$ cat config.mk
export PLATFORM = sky130hd
export DESIGN_NAME = reverse_bcd_conv
export DESIGN_NICKNAME = d
export VERILOG_FILES = /design/src/rtl/reverse_pkg.sv /design/src/rtl/bcd_add3.sv /design/src/rtl/reverse_bcd_conv.sv
export SDC_FILE = /design/constraint.sdc
export NUM_CORES = 1
export LEC_CHECK = 0
export BUFFER_PORTS_ARGS = -buffer_cell sky130_fd_sc_hd__clkbuf_2
export CORE_MARGIN = 3
export CORE_UTILIZATION = 60
export CTS_CLUSTER_DIAMETER = 40
export DETAILED_ROUTE_END_ITERATION = 8
export MAX_ROUTING_LAYER = met4
export PLACE_DENSITY = 0.8
export SYNTH_ARGS = -nofsm -noshare
export SYNTH_HDL_FRONTEND = slang
export SYNTH_SLANG_ARGS = --single-unit
$ cat constraint.sdc
create_clock -name clk -period 3.4 [get_ports clk]
set_input_delay 0.68 -clock clk [delete_from_list [all_inputs] [get_ports clk]]
set_output_delay 0.68 -clock clk [all_outputs]
set_load 0.01 [all_outputs]
$ cat src/rtl/reverse_pkg.sv
// Shared types and constants for the reversed-number binary-to-BCD converter.
// Holds the FSM state encoding, default sizes and the iteration-counter width helper.
package reverse_pkg;

    typedef enum logic [1:0] {
        IDLE = 2'd0,
        CONV = 2'd1,
        HOLD = 2'd2
    } state_t;

    localparam int DEF_WIDTH  = 16;
    localparam int DEF_DIGITS = 5;

    // Counter must be able to hold the value WIDTH itself.
    function automatic int cnt_width(input int w);
        return $clog2(w + 1);
    endfunction

    localparam int CNT_W = cnt_width(DEF_WIDTH);

endpackage

$ cat src/rtl/bcd_add3.sv
// Double-dabble digit correction: adds 3 to a BCD digit that is 5 or more.
// Purely combinational, no handshake.
module bcd_add3 (
    input  logic [3:0] din,
    output logic [3:0] dout
);

    assign dout = (din >= 4'd5) ? din + 4'd3 : din;

endmodule

$ cat src/rtl/reverse_bcd_conv.sv
// Sequential binary-to-BCD converter (double dabble), one bit per cycle; result valid WIDTH edges after accept.
// Result is held with out_valid until out_ready; no new input is accepted while converting or holding.
module reverse_bcd_conv
    import reverse_pkg::*;
#(
    parameter int WIDTH  = DEF_WIDTH,
    parameter int DIGITS = DEF_DIGITS
) (
    input  logic                  clk,
    input  logic                  rst,
    input  logic                  in_valid,
    input  logic [WIDTH-1:0]      in_data,
    output logic                  in_ready,
    output logic                  out_valid,
    input  logic                  out_ready,
    output logic [4*DIGITS-1:0]   bcd,
    output logic [2:0]            out_ndig,
    output logic                  busy
);

    localparam int CW = cnt_width(WIDTH);
    localparam int AW = 4 * DIGITS;

    state_t              state_q, state_d;
    logic [WIDTH-1:0]    bin_q;
    logic [AW-1:0]       acc_q;
    logic [AW-1:0]       adj;
    logic [AW-1:0]       res_q;
    logic [CW-1:0]       cnt_q;
    logic [AW+WIDTH-1:0] shifted;
    logic                last_step;
    logic                accept;

    genvar g;
    generate
        for (g = 0; g < DIGITS; g++) begin : g_add3
            bcd_add3 u_add3 (
                .din  (acc_q[4*g +: 4]),
                .dout (adj[4*g +: 4])
            );
        end
    endgenerate

    // Shifting the concatenation drops the accumulator MSB, which legal sizing keeps zero.
    assign shifted   = {adj, bin_q} << 1;
    assign last_step = (cnt_q == CW'(WIDTH - 1));
    assign accept    = in_valid && in_ready;

    always_ff @(posedge clk or posedge rst) begin
        if (rst) begin
            state_q <= IDLE;
        end else begin
            state_q <= state_d;
        end
    end

    always_comb begin
        state_d   = state_q;
        in_ready  = 1'b0;
        out_valid = 1'b0;
        busy      = 1'b0;
        case (state_q)
            IDLE: begin
                in_ready = 1'b1;
                if (in_valid) state_d = CONV;
            end
            CONV: begin
                busy = 1'b1;
                if (last_step) state_d = HOLD;
            end
            HOLD: begin
                out_valid = 1'b1;
                if (out_ready) state_d = IDLE;
            end
            default: state_d = IDLE;
        endcase
    end

    always_ff @(posedge clk or posedge rst) begin
        if (rst) begin
            bin_q <= '0;
            acc_q <= '0;
            cnt_q <= '0;
            res_q <= '0;
        end else if (accept) begin
            bin_q <= in_data;
            acc_q <= '0;
            cnt_q <= '0;
        end else if (state_q == CONV) begin
            bin_q <= shifted[WIDTH-1:0];
            acc_q <= shifted[AW+WIDTH-1:WIDTH];
            cnt_q <= cnt_q + CW'(1);
            // Result lives in its own register so bcd stays put after the handshake.
            if (last_step) res_q <= shifted[AW+WIDTH-1:WIDTH];
        end
    end

    assign bcd = res_q;

    always_comb begin
        out_ndig = 3'd1;
        for (int i = 0; i < DIGITS; i++) begin
            if (res_q[4*i +: 4] != 4'd0) out_ndig = 3'(i + 1);
        end
    end

endmodule
**Yosys cells after proc, flatten, opt, wreduce, memory -nomap -nowiden**

Cells that the tools add are included.

- Register bits: 63
- Input bits: 20
- Output and inout port bits: 26
- Word-level logic and storage cells: 54

- $add $sub $neg: 6
- Magnitude comparators: 5
- Equal/unequal tests: 6
- Mux-type cells: 22
- Bitwise operators: 1
- Reductions and logical operators: 9

Operator list:

| operator | count |
|---|---|
| $mux 20 | 2 |
| $mux 16 | 2 |
| $ge 4x3->1 const B | 5 |
| $add 4x2->4 const B | 4 |
| $mux 4 | 4 |
| $reduce_bool 4->1 | 4 |
| $mux 2 | 5 |
| $mux 5 | 2 |
| $mux 3 | 3 |
| $ne 2x2->1 const B | 3 |
| $pmux 2 s3 | 1 |
| $reduce_and 3->1 | 2 |
| $add 5x1->5 const B | 1 |
| $eq 5x4->1 const B | 1 |
| $add 3x2->3 const B | 1 |
| $mux 1 | 3 |
| $eq 2x1->1 const B | 1 |
| $eq 2x2->1 const B | 1 |
| $logic_not 2->1 | 1 |
| $reduce_bool 2->1 | 1 |
| $logic_and 1x1->1 | 1 |
| $not 1->1 | 1 |

**Depth between registers and ports, before layout**

Gate-level depths: netlist of the first run.

- Depth after elaboration: 5
- Mapped depth: 8
- Mapped depth without buffers: 6

**Hierarchy**

Synthesis of the first run repeated with hierarchy kept, for this count alone.

- Cell total of the unflattened synthesis: 326
- Area total of the unflattened synthesis: 3235.6 µm²

By module, submodules not included:

| module | times used | cells an instance | area each (µm²) | seq. area each (µm²) |
|---|---|---|---|---|
| reverse_bcd_conv | 1 | 246 | 2728.9 | 1576.5 |
| bcd_add3 | 5 | 16 | 101.3 | 0.0 |

**Least setup slack after synthesis of the first run**

Ideal clock, no wire load.

- Path type: flip-flop to output port
- Start point: reg res_q[12], in the netlist bcd[12]
- End point: out out_ndig[1]
- Data arrival time: 1136 ps
- Data required time: 2720 ps
- Path slack: 1584 ps
- Stages on the path, launching flop included: 4
- Path buffers: 0
- Path through: dfrtp_1 > nor4_1 > nand2_1 > a21oi_1

- Longest elaborated chain between the ends: 3

RTL lines:

| element | RTL line | text |
|---|---|---|
| from (decl) | reverse_bcd_conv.sv:28 | `logic [AW-1:0] res_q;` |
| from (signal assigned) | reverse_bcd_conv.sv:94 | `if (last_step) res_q <= shifted[AW+WIDTH-1:WIDTH];` |
| $reduce_bool 4->1 | reverse_bcd_conv.sv:103 | `if (res_q[4*i +: 4] != 4'd0) out_ndig = 3'(i + 1);` |
| $mux 3 (2 in a row) | reverse_bcd_conv.sv:103 |  |
| to (decl) | reverse_bcd_conv.sv:17 | `output logic [2:0] out_ndig,` |

Every way passes these cells.

**Final worst setup path of the first run**

- Start point: reg res_q[16], in the netlist bcd[16]
- End point: out out_ndig[1]

- Longest elaborated chain between the ends: 2

RTL lines:

| element | RTL line |
|---|---|
| $reduce_bool 4->1 | reverse_bcd_conv.sv:103 |
| $mux 3 | reverse_bcd_conv.sv:103 |

Every way passes these cells.

==> results of run 1 <==
## final timing paths
kind | end | slack, ps | depth (start not counted)
worst min-delay path | acc_q[14]$_DFFE_PP0P_ | 460 | 2
worst max-delay path | out_ndig[1] | 990 | 4
min in group clk | bin_q[12]$_DFFE_PP0P_ | 480 | 2
worst min register to register | bin_q[12]$_DFFE_PP0P_ | 480 | 2
worst max register to register | bcd[0]$_DFFE_PP0P_ | 1560 | 5
max in group asynchronous | bcd[4]$_DFFE_PP0P_ | 2260 | 3
## cell type report
class,count,area [um^2],area share
clock buffers,11,151,0.0438
clock inverters,4,45.0,0.0130
inverters,14,65.1,0.0188
multi-input cells,224,1280,0.371
flip-flops and latches,63,1580,0.456
well taps,67,83.8,0.0242
repair buffers,49,255,0.0738
## worst reg2reg max path: cells and delay by family, from the launching register on
kind	cells	cell delay, ps
flip-flops	1	410
AND/OR/NAND/NOR	2	500
adder cells (fa/ha/maj)	2	480
multiplexers	1	350
## through the flow
stage | setup WS [ps] | hold slack (ps) | utilization | instances | area (um^2)
floorplan | 1150 | 445 | - | 315 | 3030
global placement | 1500 | 459 | 0.677 | 417 | 3260
detailed placement | 1380 | 463 | 0.677 | 417 | 3260
CTS | 1000 | 477 | 0.718 | 432 | 3460
global route | 829 | 497 | 0.718 | 432 | 3460
finish | 992 | 456 | 0.718 | 432 | 3460
## flip-flops by register name (all words and copies together), names as in the netlist
name	count
acc_q	20
bcd	20
bin_q	16
cnt_q	5
state_q	2
## kinds of logic after synthesis
group	count (synthesis)	share of synthesized area
simple gates	117	0.184
compound gates	84	0.152
flops	63	0.520
buf+inv	28	0.0570
fa+ha+maj	12	0.0495
mux	6	0.0235
xor+xnor	5	0.0144
## cell usage in the layout (no fill, tap or decap), drive strengths merged
cell	synthesis	layout
a22oi	15	15
nor3	5	5
nand2	79	79
nor2	4	4
clkinv	0	3
and3	1	1
nand3	6	6
nor3b	9	9
nor4	4	4
o31ai	1	1
nand2b	8	8
buf	12	4
bufinv	0	1
inv	14	14
a21oi	17	17
o21ai	51	51
dfrtp	63	63
ha	12	12
clkbuf	2	56
xnor2	5	5
nand4	1	1
mux2	6	6
## report_power, final
group	internal [mW]	total (mW)	switching, mW
clock	0.371	0.655	0.285
combinational	0.620	1.51	0.891
sequential	1.08	1.35	0.267
## layer usage
metal / global-route usage / vias to the layer above / share of wire
li1: - / 1167 / -
met1: 0.274 / 1129 / 0.45
met2: 0.368 / 72 / 0.48
met3: 0.0692 / 12 / 0.054
met4: 0.0925 / 0 / 0.019
met5: - / - / 0
==> summary.md, run 1 <==
| Metric | Value |
|---|---|
| Top-count cell post-synth | `nand2_1` |
| Io pins | `46` |
| First-pass GRT wire length | `10.3 mm` |
| Starting density of the core | `0.629` |
| Die Y | `77.1 um` |
| Pwr/cell area | `1020 mW/mm^2` |
| Share of flip-flops with an asynchronous set or reset | `1.00` |
| Diodes inserted | `0` |
| Max-cap viol count | `0` |
| Clock sink count | `63` |
| Tot GR Track Use | `0.230` |
| Starting DRC count in detailed routing | `195` |
| Pin count of the biggest net entering global routing | `40` |
| Fin. Hold Viols | `0` |
| Register bit total from synthesis | `63` |
| Post-synth EDFFs | `0` |
| Post-CTS Setup Bufs | `0` |
| Max Fclk | `0.415 GHz` |
| Cell count after synthesis | `315` |
| Die area | `0.00594 mm^2` |
| Worst path slowest cell | `nor4_1` |
| CP arrival | `1730 ps` |
| Worst Setup Start Kind | `register` |
| CP required | `2720 ps` |
| Hold Path Class | `input port to async pin` |
| Post-synth top area share | `0.520` |
| Layout cells sized above 1 | `0.205` |
| Detail Route Antenna Nets | `0` |
| Core area | `0.00482 mm^2` |
| Unrepaired setup endpoints after global routing | `no` |
| Remaining DRCs | `0` |
| Post-synthesis cell type count | `29` |
| Final slew viol count | `0` |
| Post-CTS resize count | `0` |
| Total power | `3.52 mW` |
| Crit-path cells | `nor4_1 > nand2_1 > a21oi_1 > clkbuf_2` |
| CTS max path bufs | `2` |
| H-tree level count | `3` |
| Leak | `1.69 nW` |
| Clk_skew | `6.80 ps` |
| Hold_buf cts | `0` |
| Fill cells | `414` |
| Clock transition at path regs | `70 ps` |
| PortBufs | `45` |
| Final TNS setup | `0 ps` |
| Critical path startpoint | `bcd[16]$_DFFE_PP0P_` |
| Slew HR | `0.489` |
| Maximum vdd ir drop | `529 uV` |
| Syn_nets | `347` |
| Critical path type | `register to primary output` |
| Drt pass-1 iters | `4` |
| Crit-path max FO | `3` |
| Post-synth top cells | `78 x nand2_1, 63 x dfrtp_1, 48 x o21ai_0` |
| Synth warn | `0` |
| Critical path buffers and inverters | `1` |
| Post-synthesis sequential area ratio | `0.520` |
| Die Wd | `77.1 um` |
| CTS tree | `done` |
| Status | `finished clean` |
| Worst-Skew Late Latency | `340 ps` |
| Initial antenna violation count | `0` |
| HPWL after detailed placement | `4.14 mm` |
| Final WL | `6.16 mm` |
| Origin of the critical flop-to-flop path | `cnt_q[0]$_DFFE_PP0P_` |
| Cell Area, Synth | `0.00303 mm^2` |
| Critical path's top delay family | `simple AND/OR/NAND/NOR gates` |
| Rows | `25` |
| Fin nets | `393` |
| Area growth syn-to-layout | `14.1%` |
| Synth top area cells | `dfrtp_1 52%, nand2_1 9.7%, o21ai_0 7.9%` |
| Vias | `2,380` |
| Number of global-route vias before repair | `2,241` |
| Root Buffer | `clkbuf_8` |
| Routability cong. | `0.762` |
| Critical path's largest stage delay | `490 ps` |
| Mapped Avg Cell Area | `9.62 um^2` |
| Via/cell ratio | `5.51` |
| Number of buffers created by CTS | `9` |
| Grt ovf | `0` |
| Fin crit period | `2410 ps` |
| Routed len/inst | `14.3 um` |
| Post-route clock period utilization | `0.708` |
| Cell taking the most area after synthesis | `dfrtp_1` |
| Final setup fails | `0` |
| Slew @ Worst Pin | `765 ps` |
| CP Capture Type | `primary output` |
| Primary FF master, synth | `dfrtp_1` |
Power figures use the tool's default switching activity.
==> inputs of run 2 (changes only) <==
--- a/config.mk
+++ b/config.mk
@@ -5,13 +5,14 @@
 export SDC_FILE = /design/constraint.sdc
 export NUM_CORES = 1
 export LEC_CHECK = 0
+export ABC_AREA = 1
 export BUFFER_PORTS_ARGS = -buffer_cell sky130_fd_sc_hd__clkbuf_2
 export CORE_MARGIN = 3
-export CORE_UTILIZATION = 60
+export CORE_UTILIZATION = 51
 export CTS_CLUSTER_DIAMETER = 40
 export DETAILED_ROUTE_END_ITERATION = 8
 export MAX_ROUTING_LAYER = met4
-export PLACE_DENSITY = 0.8
+export PLACE_DENSITY = 0.72
 export SYNTH_ARGS = -nofsm -noshare
 export SYNTH_HDL_FRONTEND = slang
 export SYNTH_SLANG_ARGS = --single-unit
==> constraint.sdc (replaced) <==
create_clock -name clk -period 2 [get_ports clk]
set_input_delay 0.4 -clock clk [delete_from_list [all_inputs] [get_ports clk]]
set_output_delay 0.4 -clock clk [all_outputs]
set_load 0.01 [all_outputs]
==> summary.md, run 2 <==
| Metric | Value |
|---|---|
| PortBufs | `45 (unchanged)` |
| Number of global-route vias before repair | `2,532 (+13%)` |
| Maximum vdd ir drop | `894 uV (+69%)` |
| Final WL | `6.53 mm (+6.0%)` |
| Final TNS setup | `0 ps (unchanged)` |
| Fin nets | `469 (+19%)` |
| Pin count of the biggest net entering global routing | `64 (+60%)` |
| HPWL after detailed placement | `4.45 mm (+7.4%)` |
| Die area | `0.00709 mm^2 (+19%)` |
| CP required | `1600 ps (-1120 ps)` |
| Post-synth top area share | `0.505 (-0.0148)` |
| Layout cells sized above 1 | `0.170 (-0.0358)` |
| Hold Path Class | `input port to async pin` |
| Synth Area in Simple Gates | `0.331 (+0.147)` |
| Synth warn | `0 (unchanged)` |
| Tot GR Track Use | `0.207 (-0.0235)` |
| Unrepaired setup endpoints after global routing | `no` |
| Final Instance Area | `0.00359 mm^2 (+3.7%)` |
| Core area | `0.00571 mm^2 (+19%)` |
| Clk_skew | `8.17 ps (+1.37 ps)` |
| Commonest non-fill, non-tap cells in the layout | `154 x nand2_1, 63 x dfrtp_1, 53 x nand3_1` |
| Clock sink count | `63 (unchanged)` |
| Die Wd | `84.2 um (+9.3%)` |
| Primary FF master, synth | `dfrtp_1` |
| Io pins | `46 (unchanged)` |
| Main combinational cell family by area after synthesis | `simple AND/OR/NAND/NOR gates` |
| Pwr/cell area | `1680 mW/mm^2 (+65%)` |
| CP Capture Type | `primary output` |
| Clock transition at path regs | `70 ps (about the same)` |
| Fin crit period | `1840 ps` |
| Post-synth EDFFs | `0 (unchanged)` |
| Reg-to-Reg End | `bcd[13]$_DFFE_PP0P_` |
| Most common cell after layout, fill and taps aside | `nand2_1` |
| Cell Area, Synth | `0.00312 mm^2 (+2.9%)` |
| Slew @ Worst Pin | `329 ps (-437 ps)` |
| Via/cell ratio | `5.16 (-6.3%)` |
| Synth top area cells | `dfrtp_1 51%, nand2_1 19%, nand3_1 8.5%` |
| Vias | `2,652 (+11%)` |
| CTS tree | `done` |
| Worst-Skew Late Latency | `350 ps (about the same)` |
| Top-count cell post-synth | `nand2_1` |
| Synth Area in XOR/XNOR | `0 (-0.0144)` |
| Share of flip-flops with an asynchronous set or reset | `1.00 (unchanged)` |
| Cell taking the most area after synthesis | `dfrtp_1` |
| Starting DRC count in detailed routing | `153 (-22%)` |
| Final setup fails | `0 (unchanged)` |
| Adder-cell share of the synthesized area | `0.0481 (-0.00141)` |
| Remaining DRCs | `0 (unchanged)` |
| Grt ovf | `0 (unchanged)` |
| First-pass GRT wire length | `11.4 mm (+11%)` |
| Diodes inserted | `0 (unchanged)` |
| Drt pass-1 iters | `4 (unchanged)` |
| Cell count after synthesis | `388 (+23%)` |
| Worst Setup Start Kind | `register` |
| Mapped Avg Cell Area | `8.04 um^2 (-16%)` |
| Critical path type | `register to primary output` |
| Detail Route Antenna Nets | `0 (unchanged)` |
| R2R cell count | `8 (+3)` |
| Die Y | `84.2 um (+9.3%)` |
| CTS max path bufs | `2 (unchanged)` |
| Max Fclk | `0.542 GHz` |
| Rows | `27 (+8.0%)` |
| Starting density of the core | `0.547 (-0.0828)` |
| H-tree level count | `3 (unchanged)` |
| Root Buffer | `clkbuf_8` |
| Post-synthesis mux area share | `0 (-0.0235)` |
| Final slew viol count | `0 (unchanged)` |
| Status | `finished clean` |
| Slew HR | `0.781 (+0.292)` |
| CP arrival | `1440 ps (-290 ps)` |
| Routability cong. | `0.774 (+1.5%)` |
| Register bit total from synthesis | `63 (unchanged)` |
| Syn_nets | `420 (+21%)` |
| Area growth syn-to-layout | `15.0%` |
| Routed len/inst | `12.7 um (-11%)` |
| Hold_buf cts | `0 (unchanged)` |
| Number of buffers created by CTS | `9 (unchanged)` |
| Origin of the critical flop-to-flop path | `cnt_q[0]$_DFFE_PP0P_` |
| Max-cap viol count | `0 (unchanged)` |
| Post-synth top cells | `154 x nand2_1, 63 x dfrtp_1, 53 x nand3_1` |
| R2R setup slack | `350 ps (-1210 ps)` |
| Leak | `1.95 nW (+15%)` |
| Post-route clock period utilization | `0.922` |
| Post-synthesis cell type count | `22 (-24%)` |
| Synth Area in Compound Gates | `0.0493 (-0.103)` |
| Initial antenna violation count | `0 (unchanged)` |
| Placed inst area | `0.00341 mm^2 (+4.4%)` |
| Post-synthesis sequential area ratio | `0.505 (-0.0148)` |
| Crit-path max FO | `3 (unchanged)` |
| Fin. Hold Viols | `0 (unchanged)` |
## run 2: stage by stage
step | hold slack [ps] | utilization | std cells | setup WS [ps] | total power [mW]
after floorplan | 442 | - | 388 | 30.3 | 4.27
after global placement | 458 | 0.597 | 498 | 409 | 4.95
after detailed placement | 465 | 0.597 | 498 | 342 | 5.03
after CTS | 102 | 0.628 | 514 | 133 | 6.06
after global routing | 116 | 0.629 | 514 | 5.51 | 6.63
final | 93.5 | 0.629 | 514 | 156 | 6.03
## run 2: routing by layer
metal / vias to the layer above / wire [um] / GRT usage
li1: 1357 / - / -
met1: 1215 / 3170 / 0.270
met2: 68 / 2860 / 0.307
met3: 12 / 363 / 0.0530
met4: 0 / 130 / 0.0863
met5: - / 0 / -
## run 2: cell families after synthesis
logic type / after synthesis
compound gates: 28
fa+ha+maj: 12
buf+inv: 43
flops: 63
simple gates: 242
## run 2: power breakdown
| part | internal (mW) | leakage, nW | switching, mW |
|---|---|---|---|
| Combinational | 1.01 | 1.06 | 1.75 |
| Clock | 0.509 | 0.0959 | 0.493 |
| Sequential | 1.85 | 0.789 | 0.415 |
| Total | 3.37 | 1.95 | 2.66 |
## run 2: repair_timing
action                     CTS  global route
resized for setup            0             1
setup buffers                0             0
setup endpoints to repair    0             1
## run 2: how the worst max path moves through the flow
| stage | from | end | slack [ps] | cells past startpoint |
|---|---|---|---|---|
| after global placement | cnt_q[0]$_DFFE_PP0P_ | bcd[8]$_DFFE_PP0P_ | 410 | 8 |
| final | bcd[13]$_DFFE_PP0P_ | out_ndig[1] | 160 | 5 |
| after floorplan | rst | acc_q[0]$_DFFE_PP0P_ | 30 | 1 |
| after global routing | bcd[12]$_DFFE_PP0P_ | out_ndig[1] | 6 | 5 |
| after detailed placement | cnt_q[0]$_DFFE_PP0P_ | bcd[13]$_DFFE_PP0P_ | 340 | 8 |
| after CTS | bcd[19]$_DFFE_PP0P_ | out_ndig[1] | 130 | 5 |
## run 2: cell type report
class | instances | area [um^2]
Inverter | 32 | 125
Sequential cell | 63 | 1580
Tap cell | 72 | 90.1
Fill cell | 510 | 2120
Timing Repair Buffer | 49 | 280
Clock buffer | 12 | 155
Multi-Input combinational cell | 282 | 1340
Clock inverter | 4 | 20.0
## run 2: critical path, cell delays in order, from the launching register on
cell and delay (ps):
dfrtp_1 420, nor2_1 90, nor3b_1 260, nand2_1 110, nor2_1 90, clkbuf_2 130
==> inputs of run 3 (changes only) <==
--- a/config.mk
+++ b/config.mk
@@ -6,7 +6,7 @@
 export NUM_CORES = 1
 export LEC_CHECK = 0
 export ABC_AREA = 1
-export BUFFER_PORTS_ARGS = -buffer_cell sky130_fd_sc_hd__clkbuf_2
+export BUFFER_PORTS_ARGS = -buffer_cell sky130_fd_sc_hd__buf_2
 export CORE_MARGIN = 3
 export CORE_UTILIZATION = 51
 export CTS_CLUSTER_DIAMETER = 40
==> summary.md, run 3 (synthesis results as in run 2) <==
| Metric | Value |
|---|---|
| Status | `finished clean` |
| Comb power frac | `0.453 (-0.005)` |
| Crit-path max FO | `12 (+9)` |
| Core area | `0.00571 mm^2 (unchanged)` |
| Max Fclk | `0.575 GHz (+6.0%)` |
| Vias | `2,687 (+1.3%)` |
| Post-CTS Setup Bufs | `0 (unchanged)` |
| Number of global-route vias before repair | `2,580 (+1.9%)` |
| Die area | `0.00709 mm^2 (unchanged)` |
| CTS tree | `done` |
| Slew @ Worst Pin | `344 ps (+14.8 ps)` |
| Routed len/inst | `12.9 um (+1.5%)` |
| Post-route clock period utilization | `0.870 (-0.0519)` |
| Die Y | `84.2 um (unchanged)` |
| CTS max path bufs | `2 (unchanged)` |
| Starting DRC count in detailed routing | `125 (-18%)` |
| Clk_skew | `6.92 ps (-1.25 ps)` |
| Rows | `27 (unchanged)` |
| Remaining DRCs | `0 (unchanged)` |
| First-pass GRT wire length | `11.9 mm (+4.3%)` |
| Leak | `1.96 nW (+0.53%)` |
| Sw frac | `0.434 (-0.00725)` |
| CP arrival | `1340 ps (-100 ps)` |
| Via/cell ratio | `5.23 (+1.3%)` |
| Psw | `2.65 mW (-0.16%)` |
| Internal | `3.47 mW (+2.8%)` |
| Number of buffers created by CTS | `9 (unchanged)` |
| Slew HR | `0.771 (-0.0102)` |
| Worst-Skew Late Latency | `340 ps (about the same)` |
| Worst Setup Start Kind | `register` |
| Max-cap viol count | `0 (unchanged)` |
| Final WL | `6.63 mm (+1.5%)` |
| Pin count of the biggest net entering global routing | `33 (-48%)` |
| Starting density of the core | `0.547 (unchanged)` |
| Grt ovf | `0 (unchanged)` |
| Layout cells sized above 1 | `0.170 (unchanged)` |
| Fin nets | `469 (unchanged)` |
| Routability cong. | `0.828 (+7.1%)` |
| Unrepaired setup endpoints after global routing | `no` |
| Tot GR Track Use | `0.213 (+0.00607)` |
| Clock transition at path regs | `70 ps (about the same)` |
| Multi-input gate area | `0.00135 mm^2 (+0.37%)` |
| Clk pwr share | `0.177 (+0.011)` |
| Hold Path Class | `input port to async pin` |
| CP Capture Type | `primary output` |
| CP required | `1600 ps (about the same)` |
| Critical path type | `register to primary output` |
| Fin util | `0.632 (+0.00351)` |
| PortBufs | `45 (unchanged)` |
| H-tree level count | `3 (unchanged)` |
| Clock sink count | `63 (unchanged)` |
| WHS | `19.9 ps (-73.6 ps)` |
| Drt pass-1 iters | `4 (unchanged)` |
| Fill cells | `496 (-2.7%)` |
| Die Wd | `84.2 um (unchanged)` |
| Pwr/cell area | `1700 mW/mm^2 (+0.95%)` |
| Fin. Hold Viols | `0 (unchanged)` |
| Root Buffer | `clkbuf_8` |
| Final TNS setup | `0 ps (unchanged)` |
| Commonest non-fill, non-tap cells in the layout | `154 x nand2_1, 63 x dfrtp_1, 53 x nand3_1` |
| Io pins | `46 (unchanged)` |
| Detail Route Antenna Nets | `0 (unchanged)` |
| Final slew viol count | `0 (unchanged)` |
| HPWL after detailed placement | `4.63 mm (+4.1%)` |
| Area growth syn-to-layout | `15.6%` |
| Final setup fails | `0 (unchanged)` |
| Seq pwr share | `0.370 (-0.006)` |
| Most common cell after layout, fill and taps aside | `nand2_1` |
| Diodes inserted | `0 (unchanged)` |
| Fin crit period | `1740 ps (-104 ps)` |
| Maximum vdd ir drop | `895 uV (+0.16%)` |
| R2R setup slack | `340 ps (about the same)` |
| Reg area | `0.00158 mm^2 (unchanged)` |
| Initial antenna violation count | `0 (unchanged)` |
==> run 3: changes by cell type in the layout (fill, tap and decap cells not counted), sizes merged <==
cell	delta
buf	+45
bufinv	+1
clkbuf	-45
clkinv	-1
==> run 3: area by class of cell <==
cell class              instances  share of cell area
flip-flops and latches         63               0.437
multi-input cells             282               0.373
repair buffers                 49              0.0777
clock buffers                  12              0.0402
inverters                      32              0.0347
well taps                      72              0.0250
clock inverters                 4              0.0125
==> run 3: repair_timing <==
item                                    CTS  global route
endpoints found under the setup margin    0             1
resized for setup                         0             2
hold buffers                              0             0
==> run 3: stage by stage <==
stage | cell area [um^2] | std cells | worst slack, ps | total power, mW
floorplan | 3120 | 388 | 30.3 | 4.27
finish | 3610 | 514 | 260 | 6.12
global placement | 3410 | 498 | 410 | 4.94
global route | 3610 | 514 | 83.9 | 6.73
CTS | 3600 | 514 | 174 | 6.14
detailed placement | 3410 | 498 | 351 | 5.03
==> run 3: final timing paths <==
kind	start	end	cells past startpoint
worst max-delay path	state_q[1]$_DFFE_PP0P_	busy	4
worst min-delay path	rst	bin_q[9]$_DFFE_PP0P_	2
worst max register to register	cnt_q[0]$_DFFE_PP0P_	bcd[5]$_DFFE_PP0P_	8
worst min register to register	acc_q[17]$_DFFE_PP0P_	acc_q[17]$_DFFE_PP0P_	2
max in group asynchronous	rst	acc_q[19]$_DFFE_PP0P_	3
min in group clk	out_ready	state_q[1]$_DFFE_PP0P_	2
==> run 3: metal layers <==
| metal | global-route usage | up-vias | share of wire |
|---|---|---|---|
| met5 | - | - | 0 |
| met4 | 0.0906 | 0 | 0.013 |
| met3 | 0.0442 | 8 | 0.047 |
| met2 | 0.326 | 61 | 0.46 |
| met1 | 0.275 | 1254 | 0.48 |
| li1 | - | 1364 | - |
==> run 3: worst max-delay path: stages (launching register included) <==
cell and delay, ps:
dfrtp_1 380, inv_1 110, nand2_2 200, inv_4 170
buf_2 140
==> run 3: power groups by stage <==
stage	combinational [mW]	clock (mW)	sequential, mW
floorplan	2.02	0	2.25
detailed placement	2.76	0	2.27
global placement	2.69	0	2.25
finish	2.77	1.08	2.26
CTS	2.79	1.10	2.25
global route	3.21	1.17	2.34
